--- src/rtl/cop0_regfile.sv ---
// cop0_regfile: COP0 registers with Count/Compare timer, exception state and interrupt request
module cop0_regfile #(
    parameter int unsigned COUNT_DIV    = 2,
    parameter logic [31:0] RESET_STATUS = 32'h0040_0000
) (
    input  logic        clk,
    input  logic        reset,
    input  logic        we,
    input  logic [4:0]  waddr,
    input  logic [2:0]  wsel,
    input  logic [31:0] wdata,
    input  logic [4:0]  raddr,
    input  logic [2:0]  rsel,
    output logic [31:0] rdata,
    input  logic [4:0]  hw_int,
    input  logic        exc_valid,
    input  logic [4:0]  exc_code,
    input  logic [31:0] exc_epc,
    input  logic        exc_bd,
    input  logic        exc_badvaddr_we,
    input  logic [31:0] exc_badvaddr,
    input  logic        eret,
    output logic [31:0] epc,
    output logic        status_exl,
    output logic        int_req
);
    logic [31:0] badvaddr, count, compare, status, cause;
    logic [7:0]  im, ip;
    logic [4:0]  hw_q, exccode, presc;
    logic [1:0]  ip_sw;
    logic        exl, ie, bd, ti, wr, tick, inc, wr_count, wr_compare;

    assign wr         = we & ~exc_valid & ~eret & (wsel == 3'd0);
    assign wr_count   = wr & (waddr == 5'd9);
    assign wr_compare = wr & (waddr == 5'd11);
    assign tick       = presc == 5'(COUNT_DIV - 1);
    assign inc        = tick & ~wr_count;
    assign ip         = {ti, hw_q, ip_sw};
    assign status     = {9'b0, RESET_STATUS[22], 6'b0, im, 6'b0, exl, ie};
    assign cause      = {bd, ti, 14'b0, ip, 1'b0, exccode, 2'b0};
    assign rdata      = rsel != 3'd0   ? 32'b0    :
                        raddr == 5'd8  ? badvaddr :
                        raddr == 5'd9  ? count    :
                        raddr == 5'd11 ? compare  :
                        raddr == 5'd12 ? status   :
                        raddr == 5'd13 ? cause    :
                        raddr == 5'd14 ? epc      : 32'b0;
    assign status_exl = exl;
    assign int_req    = ie & ~exl & |(ip & im);

    always_ff @(posedge clk or posedge reset) begin
        if (reset) begin
            badvaddr <= '0;
            count    <= '0;
            compare  <= '0;
            epc      <= '0;
            im       <= RESET_STATUS[15:8];
            exl      <= RESET_STATUS[1];
            ie       <= RESET_STATUS[0];
            bd       <= 1'b0;
            ti       <= 1'b0;
            hw_q     <= '0;
            exccode  <= '0;
            ip_sw    <= '0;
            presc    <= '0;
        end else begin
            hw_q  <= hw_int;
            presc <= (wr_count | tick) ? 5'd0 : presc + 5'd1;
            if (wr_count)
                count <= wdata;
            else if (tick)
                count <= count + 32'd1;
            // a Compare write clears pending even if an increment hits Compare this edge
            if (wr_compare)
                ti <= 1'b0;
            else if (inc && count + 32'd1 == compare)
                ti <= 1'b1;
            if (wr_compare)
                compare <= wdata;
            if (exc_valid) begin
                if (!exl) begin
                    epc <= exc_epc;
                    bd  <= exc_bd;
                end
                exl     <= 1'b1;
                exccode <= exc_code;
                if (exc_badvaddr_we)
                    badvaddr <= exc_badvaddr;
            end else if (eret) begin
                exl <= 1'b0;
            end else if (wr && waddr == 5'd12) begin
                im  <= wdata[15:8];
                exl <= wdata[1];
                ie  <= wdata[0];
            end
            if (wr && waddr == 5'd13)
                ip_sw <= wdata[9:8];
            if (wr && waddr == 5'd14)
                epc <= wdata;
        end
    end
endmodule

--- config.mk ---
export PLATFORM = sky130hd
export DESIGN_NAME = cop0_regfile
export DESIGN_NICKNAME = d
export VERILOG_FILES = /design/src/rtl/cop0_regfile.sv
export SDC_FILE = /design/constraint.sdc
export NUM_CORES = 1
export LEC_CHECK = 0
export BUFFER_PORTS_ARGS = -buffer_cell sky130_fd_sc_hd__buf_2
export CORE_UTILIZATION = 59
export DETAILED_ROUTE_END_ITERATION = 8
export GPL_ROUTABILITY_DRIVEN = 1
export PLACE_DENSITY = 0.86
export SLEW_MARGIN = 15
export SYNTH_ARGS = -nofsm -noshare
export SYNTH_HDL_FRONTEND = slang
export SYNTH_SLANG_ARGS = --single-unit
--- constraint.sdc ---
create_clock -name clk -period 9.48 [get_ports clk]
set_input_delay 0.948 -clock clk [delete_from_list [all_inputs] [get_ports clk]]
set_output_delay 0.948 -clock clk [all_outputs]
set_load 0.05 [all_outputs]
Word level (Yosys, flattened, before mapping)
Cells that the tools add are included.
{ "classes": {"addsub": 2, "eq_ne": 14, "mux": 18, "bitwise": 14, "reduce_logical": 15} }
{ "ops": {"columns": ["op", "n"], "rows": [
  ["$mux W32", 12],
  ["$eq A5 B4 Y1 const B", 11],
  ["$add A32 B1 Y32 const B", 1],
  ["$eq A32 B32 Y1", 1],
  ["$and A1 B1 Y1", 8],
  ["$and A8 B8 Y8", 1],
  ["$reduce_or A8 Y1", 1],
  ["$reduce_and A2 Y1", 3],
  ["$reduce_bool A2 Y1", 3],
  ["$reduce_bool A3 Y1", 2],
  ["$add A5 B1 Y5 const B", 1],
  ["$eq A5 B1 Y1 const B", 1],
  ["$mux W1", 5],
  ["$mux W5", 1],
  ["$logic_and A1 B1 Y1", 4],
  ["$not A1 Y1", 4],
  ["$logic_not A3 Y1", 1],
  ["$reduce_and A3 Y1", 1],
  ["$ne A2 B1 Y1 const B", 1],
  ["$or A1 B1 Y1", 1]
]} }
{ "totals": {"reg_bits": 157, "inputBits": 129} }

Depth between registers and ports, before layout
Gate-level depths: netlist of the first run.
{ "depth": {"word_depth": 10, "depth_mapped": 9} }

Worst setup path before layout of the first run
Ideal clock, no wire load.
{ "synth_path": {"path_kind": "input-to-output", "startpoint": "in raddr[0]", "endpoint": "out rdata[14]", "arrival_time_ns": 3.316, "path_slack_ns": 5.216, "stages": 9, "n_path_buf": 2, "path_cell_list": "clkbuf_1 > nand2_1 > or3_1 > clkbuf_1 > nand2_1 > a221oi_1 > nor3_1 > a21oi_1 > nor3_1"} }
{ "synth_via": {"elab_chain_cells": 8} }
{ "synth_lines": {"columns": ["item", "line_no", "source"], "rows": [
  ["start: declaration", "12", "input logic [4:0] raddr,"],
  ["$eq A5 B4 Y1", "47", "raddr == 5'd14 ? epc : 32'b0;"],
  ["$mux W32", "47", null],
  ["$mux W32", "46", "raddr == 5'd13 ? cause :"],
  ["$mux W32", "45", "raddr == 5'd12 ? status :"],
  ["$mux W32", "44", "raddr == 5'd11 ? compare :"],
  ["$mux W32", "43", "raddr == 5'd9 ? count :"],
  ["$mux W32 *", "42", "raddr == 5'd8 ? badvaddr :"],
  ["$mux W32 *", "41", "assign rdata = rsel != 3'd0 ? 32'b0 :"],
  ["end: declaration", "14", "output logic [31:0] rdata,"]
]} }
Mark *: on every way between the ends. The rest lies on a longest branch, timed or not.

Worst setup path in the final report of the first run
{ "layout_path": {"startpoint": "in raddr[0]", "endpoint": "out rdata[12]"} }
Same word-level chain as after synthesis.

==> results of run 1 <==
## power by group through the flow
stage               clock network (mW)  registers (mW)  logic, mW
finish                           0.684           0.830      0.368
global route                     0.716           0.840      0.399
CTS                              0.686           0.827      0.368
detailed placement                   0           0.838      0.364
global placement                     0           0.835      0.352
floorplan                            0           0.880      0.206
## cells in the mapped netlist (5+ instances only)
| master | number |
|---|---|
| nand3_1 | 14 |
| or3_1 | 6 |
| a22oi_1 | 50 |
| nand4_1 | 16 |
| dfrtp_1 | 157 |
| inv_1 | 9 |
| clkbuf_1 | 45 |
| xor2_1 | 28 |
| buf_2 | 6 |
| nor2_1 | 58 |
| nor4_1 | 5 |
| mux2_2 | 104 |
| xnor2_1 | 47 |
| buf_1 | 9 |
| nand2b_1 | 11 |
| o22ai_1 | 9 |
| nor3_1 | 39 |
| a222oi_1 | 14 |
| a21oi_1 | 20 |
| nand2_1 | 127 |
| a221oi_1 | 12 |
| o21ai_0 | 37 |
## through the flow
stage | total power, mW | utilization [%] | cell area (sq um) | instances
after floorplan | 1.09 | - | 8720 | 885
after global placement | 1.19 | 67.6 | 9790 | 1211
after detailed placement | 1.20 | 67.6 | 9790 | 1211
after CTS | 1.88 | 71.6 | 10400 | 1240
after global routing | 1.96 | 71.6 | 10400 | 1240
final | 1.88 | 71.6 | 10400 | 1240
## state kept, by name (all words and copies together) (netlist names)
signal      flops
im              8
ip_sw           2
presc           5
badvaddr       32
ie              1
exccode         5
bd              1
hw_q            5
count          32
status_exl      1
epc            32
compare        32
ti              1
## kinds of logic after synthesis
kind of cell	after synthesis	share of synthesized area (%)
fa+ha+maj	3	0.430
buf+inv	73	3.41
mux	108	13.9
compound gates	160	12.7
flops	157	45.0
xor+xnor	76	7.72
simple gates	308	16.8
## how the worst max path moves through the flow
stage	start	endpoint	slack, ns	cells past startpoint
3_3_place_gp	raddr[0]	rdata[12]	5.01	8
4_1_cts	raddr[0]	rdata[10]	4.80	8
5_1_grt	raddr[0]	rdata[10]	4.53	8
2_1_floorplan	reset	badvaddr[0]	4.30	1
6_report	raddr[0]	rdata[12]	4.65	8
3_5_place_dp	raddr[0]	rdata[10]	4.86	8
## final cells by class
class	count	area share [%]
Sequential cell	157	37.9
Clock buffer	21	4.44
Multi-Input combinational cell	655	43.7
Clock inverter	8	1.13
Inverter	9	0.374
Tap cell	184	2.22
Timing Repair Buffer	206	10.2
## routing by layer
| metal | vias up | part of all wire, % |
|---|---|---|
| li1 | 3506 | - |
| met1 | 3796 | 41 |
| met2 | 433 | 47 |
| met3 | 62 | 8.8 |
| met4 | 0 | 2.8 |
| met5 | - | 0 |
==> impl_metrics.ini, run 1 <==
[place]
gp_congestion = 0.885
dpl_worst_slack_ns = 4.86
place_hpwl_mm = 17.2
io_buffer_count = 194

[die]
start_util_pct = 60.2
ios = 195
die_height_microns = 124
die_w_microns = 124
rows = 44
core_area_sq_um = 14500
dieArea_sq_um = 15300

[cells_and_area]
fin_nets = 1178
nFillCells = 1033
layout_commonest_cell = buf_2
antenna_cells = 0
drive_gt1_share_pct = 34.0
area_delta_synth_final_pct = 18.8
layout_common_cells = 194 x buf_2, 157 x dfrtp_1, 127 x nand2_1
multi_input_area_sq_um = 4530
seqCellArea_sq_um = 3930

[detailed_routing]
first_iter_violations = 792
drc_errors = 0
vias = 7797
dr.pass1.iters = 7
wl_mm = 24.9
drtAntennaViolNets = 0
wire_per_inst_microns = 20.1
vias_per_cell = 6.29

[setup_path]
critical_path.top_delay_family = simple AND/OR/NAND/NOR gates
cp_data_required_time_ns = 8.53
critPathSlowestCell = nor2_1
slowest_delay_ns = 0.95
crit_path_start_kind = primary input
cp-end-kind = output pin
path_cells = buf_2 -> nand2_1 -> nor2_1 -> a221oi_1 -> nor3_1 -> a21oi_1 -> nor3_1 -> buf_2
worstRegToRegCells = 8
critPathKind = in2out
cp_max_fo = 38
rr_endpoint = ti
r2r_start = count[0]
r2r_slack_ns = 6.51
worst-path-buf-inv = 2
cp.arrival_ns = 3.88

[cts]
cts_buffers = 17
post_cts_buffers = 0
cts_resized = 0
htree_levels = 4
clkLatencyLatePin_ns = 0.43
clk_pin_slew_ns = 0.06
cts-root-buf = clkbuf_16
cts_tree = built
ctsHoldBuffers = 0
cts_sinks = 157
cts_buffer_depth = 2

[timing]
drv_slew = 0
min_period_ns = 4.83
setup_slack_ns = 4.65
finalSetupViolations = 0
slew_headroom_pct = 20.3
finalHoldViolations = 0
period_share_pct = 50.9
worst_slew_pin_slew_ns = 1.19
setup_tns_ns = 0
rsz0062_at_grt = no
timing.hold.ws_ns = 0.501
final.setup_skew_ns = 0.00679
fmax_mhz = 207

[logic_synthesis]
synth-edff-count = 0
netlist_instances = 885
netlist_area_sq_um = 8720
ys.flop_type = dfrtp_1
syn_nets = 1017
yosysWarnings = 0
avgSynthCellArea_sq_um = 9.86
async_flop_share_pct = 100
ys_ff_latch = 157
yosysSeqAreaShare_pct = 45.0
yosysTopAreaCell = dfrtp_1
synth_top_area_share_pct = 45.0
yosysUniqueCellTypes = 57
synth.area.top_cells = dfrtp_1 45%, mux2_2 13%, nand2_1 5.5%

[power]
seqPwrFrac_pct = 44.1
clockPowerShare_pct = 36.3
p_sw_share_pct = 30.6
cellPowerDensity_nw_per_um2 = 182
combPwrFrac_pct = 19.6
internal_power_mw = 1.31
p_sw_mw = 0.577
irDropWorstVdd_uv = 118
p_leak_nw = 4.72

[global_route]
grt_usage_pct = 33.9
grt_remaining_overflow = 0
grt_max_degree = 85
grt-busiest-layer = met2
use_met3_pct = 7.51
grt_pass1_vias = 7509
antenna_found_initial = 0
use_met1_pct = 45.7
gr-usage-met2_pct = 52.9
grt_pass1_wl_mm = 38.9

[run]
cap_violations = 0

[hold_path]
hp-start = presc[0]
worstHoldPathCells = 1
min_path_type = reg2reg
min_to = presc[0]

[outcome]
status = complete, no violations
Power figures use the tool's default switching activity.
==> run 2: changes to the inputs <==
Settings changed: CORE_UTILIZATION 59 to 55, PLACE_DENSITY 0.86 to 0.81.
Clock period 9.48 ns to 5 ns, I/O delays scaled along.
==> run 2 against run 1 <==
Net effect: sequential cell count did not move; critical path type unchanged; via count rose by 0.95%; routed wire length rose by 0.72%; count of clock-buffer cells in the layout fell by 2; sequential share of layout area fell by 0.58 points; non-clock buffer count rose by 3.
==> impl_metrics.ini, run 2 (synthesis results as in run 1) <==
[detailed_routing]
first_iter_violations = 733
drc_errors = 0
wire_per_inst_microns = 19.7
wl_mm = 25.1
vias = 7871
vias_per_cell = 6.18
drtAntennaViolNets = 0
dr.pass1.iters = 6

[run]
cap_violations = 0

[timing]
finalHoldViolations = 0
rsz0062_at_grt = no
timing.hold.ws_ns = 0.172
worst_slew_pin_slew_ns = 1.19
finalSetupViolations = 0
fmax_mhz = 262
drv_slew = 0
period_share_pct = 76.3
min_period_ns = 3.81
slew_headroom_pct = 20.2
setup_tns_ns = 0
final.setup_skew_ns = 0.00943

[power]
p_sw_mw = 1.13
p_sw_share_pct = 30.0
irDropWorstVdd_uv = 356
p_leak_nw = 4.79
combPwrFrac_pct = 18.5
seqPwrFrac_pct = 41.8
internal_power_mw = 2.63
clockPowerShare_pct = 39.7
cellPowerDensity_nw_per_um2 = 357

[die]
start_util_pct = 57.0
dieArea_sq_um = 16400
core_area_sq_um = 15300
ios = 195
die_w_microns = 128
die_height_microns = 128
rows = 45

[setup_path]
cp_data_required_time_ns = 4.50
cp_max_fo = 38
critPathKind = in2out
crit_path_start_kind = primary input
r2r_slack_ns = 2.02
rr_endpoint = ti
r2r_start = count[0]
cp-end-kind = output pin
cp.arrival_ns = 3.31
worstRegToRegCells = 8

[place]
dp_cells = 1241
io_buffer_count = 194
gp_congestion = 0.916
place_hpwl_mm = 17.7

[cells_and_area]
layout_common_cells = 194 x buf_2, 157 x dfrtp_1, 127 x nand2_1
layout_commonest_cell = buf_2
seqCellArea_sq_um = 3930
nFillCells = 1205
fin_nets = 1181
final_cells = 1274
drive_gt1_share_pct = 34.5
multi_input_area_sq_um = 4530
area_delta_synth_final_pct = 20.7
postLayoutCoreUtil_pct = 68.8

[cts]
cts-root-buf = clkbuf_16
cts_buffers = 17
clkLatencyLatePin_ns = 0.43
cts_sinks = 157
cts_resized = 0
cts_buffer_depth = 2
clk_pin_slew_ns = 0.07
post_cts_buffers = 0
cts_tree = built
ctsHoldBuffers = 0
htree_levels = 4

[outcome]
status = complete, no violations

[global_route]
grt_usage_pct = 31.7
grt_remaining_overflow = 0
grt_max_degree = 79
grt_pass1_wl_mm = 39.5
grt_pass1_vias = 7523
antenna_found_initial = 1

[hold_path]
min_path_type = in2async
==> run 2: final cells by class <==
| type | instances | share of cell area (%) |
|---|---|---|
| diodes | 1 | 0.0238 |
| inverters | 9 | 0.368 |
| clock buffers | 19 | 4.21 |
| clock inverters | 13 | 2.26 |
| well taps | 211 | 2.51 |
| multi-input cells | 655 | 43.0 |
| flip-flops and latches | 157 | 37.3 |
| repair buffers | 209 | 10.3 |
==> run 2: worst max path at each step <==
| stage | to | slack (ns) | start | cells past startpoint |
|---|---|---|---|---|
| floorplan | badvaddr[0] | 0.27 | reset | 1 |
| finish | rdata[10] | 1.19 | raddr[0] | 8 |
| global placement | rdata[11] | 1.48 | raddr[0] | 8 |
| detailed placement | rdata[9] | 1.38 | raddr[0] | 8 |
| CTS | rdata[10] | 1.36 | raddr[0] | 8 |
| global route | rdata[10] | 1.10 | raddr[0] | 8 |
==> run 2: per-stage QoR <==
step	total power, mW	area, sq um	setup slack, ns
CTS	3.77	10500	1.36
detailed placement	2.28	9850	1.38
floorplan	2.06	8720	0.265
finish	3.76	10500	1.19
global placement	2.26	9850	1.48
global route	3.90	10500	1.10
==> run 2: per-layer routing <==
layer,global-route usage (%),share of wire (%)
met5,0,0
met4,10.8,2.3
met3,7.39,8.9
met2,50.0,46
met1,43.2,43
==> run 2: worst max-delay path, cell delays in order <==
cell	delay, ns
buf_2	0.69
nand2_1	0.10
nor2_1	0.93
a221oi_1	0.19
nor3_1	0.22
a21oi_1	0.12
nor3_1	0.24
buf_2	0.30
==> run 2: power by group through the flow <==
stage	registers (mW)	logic, mW	clock network [mW]
3_3_place_gp	1.59	0.672	0
6_report	1.57	0.695	1.49
5_1_grt	1.59	0.750	1.55
3_5_place_dp	1.59	0.689	0
4_1_cts	1.57	0.696	1.50
2_1_floorplan	1.67	0.390	0
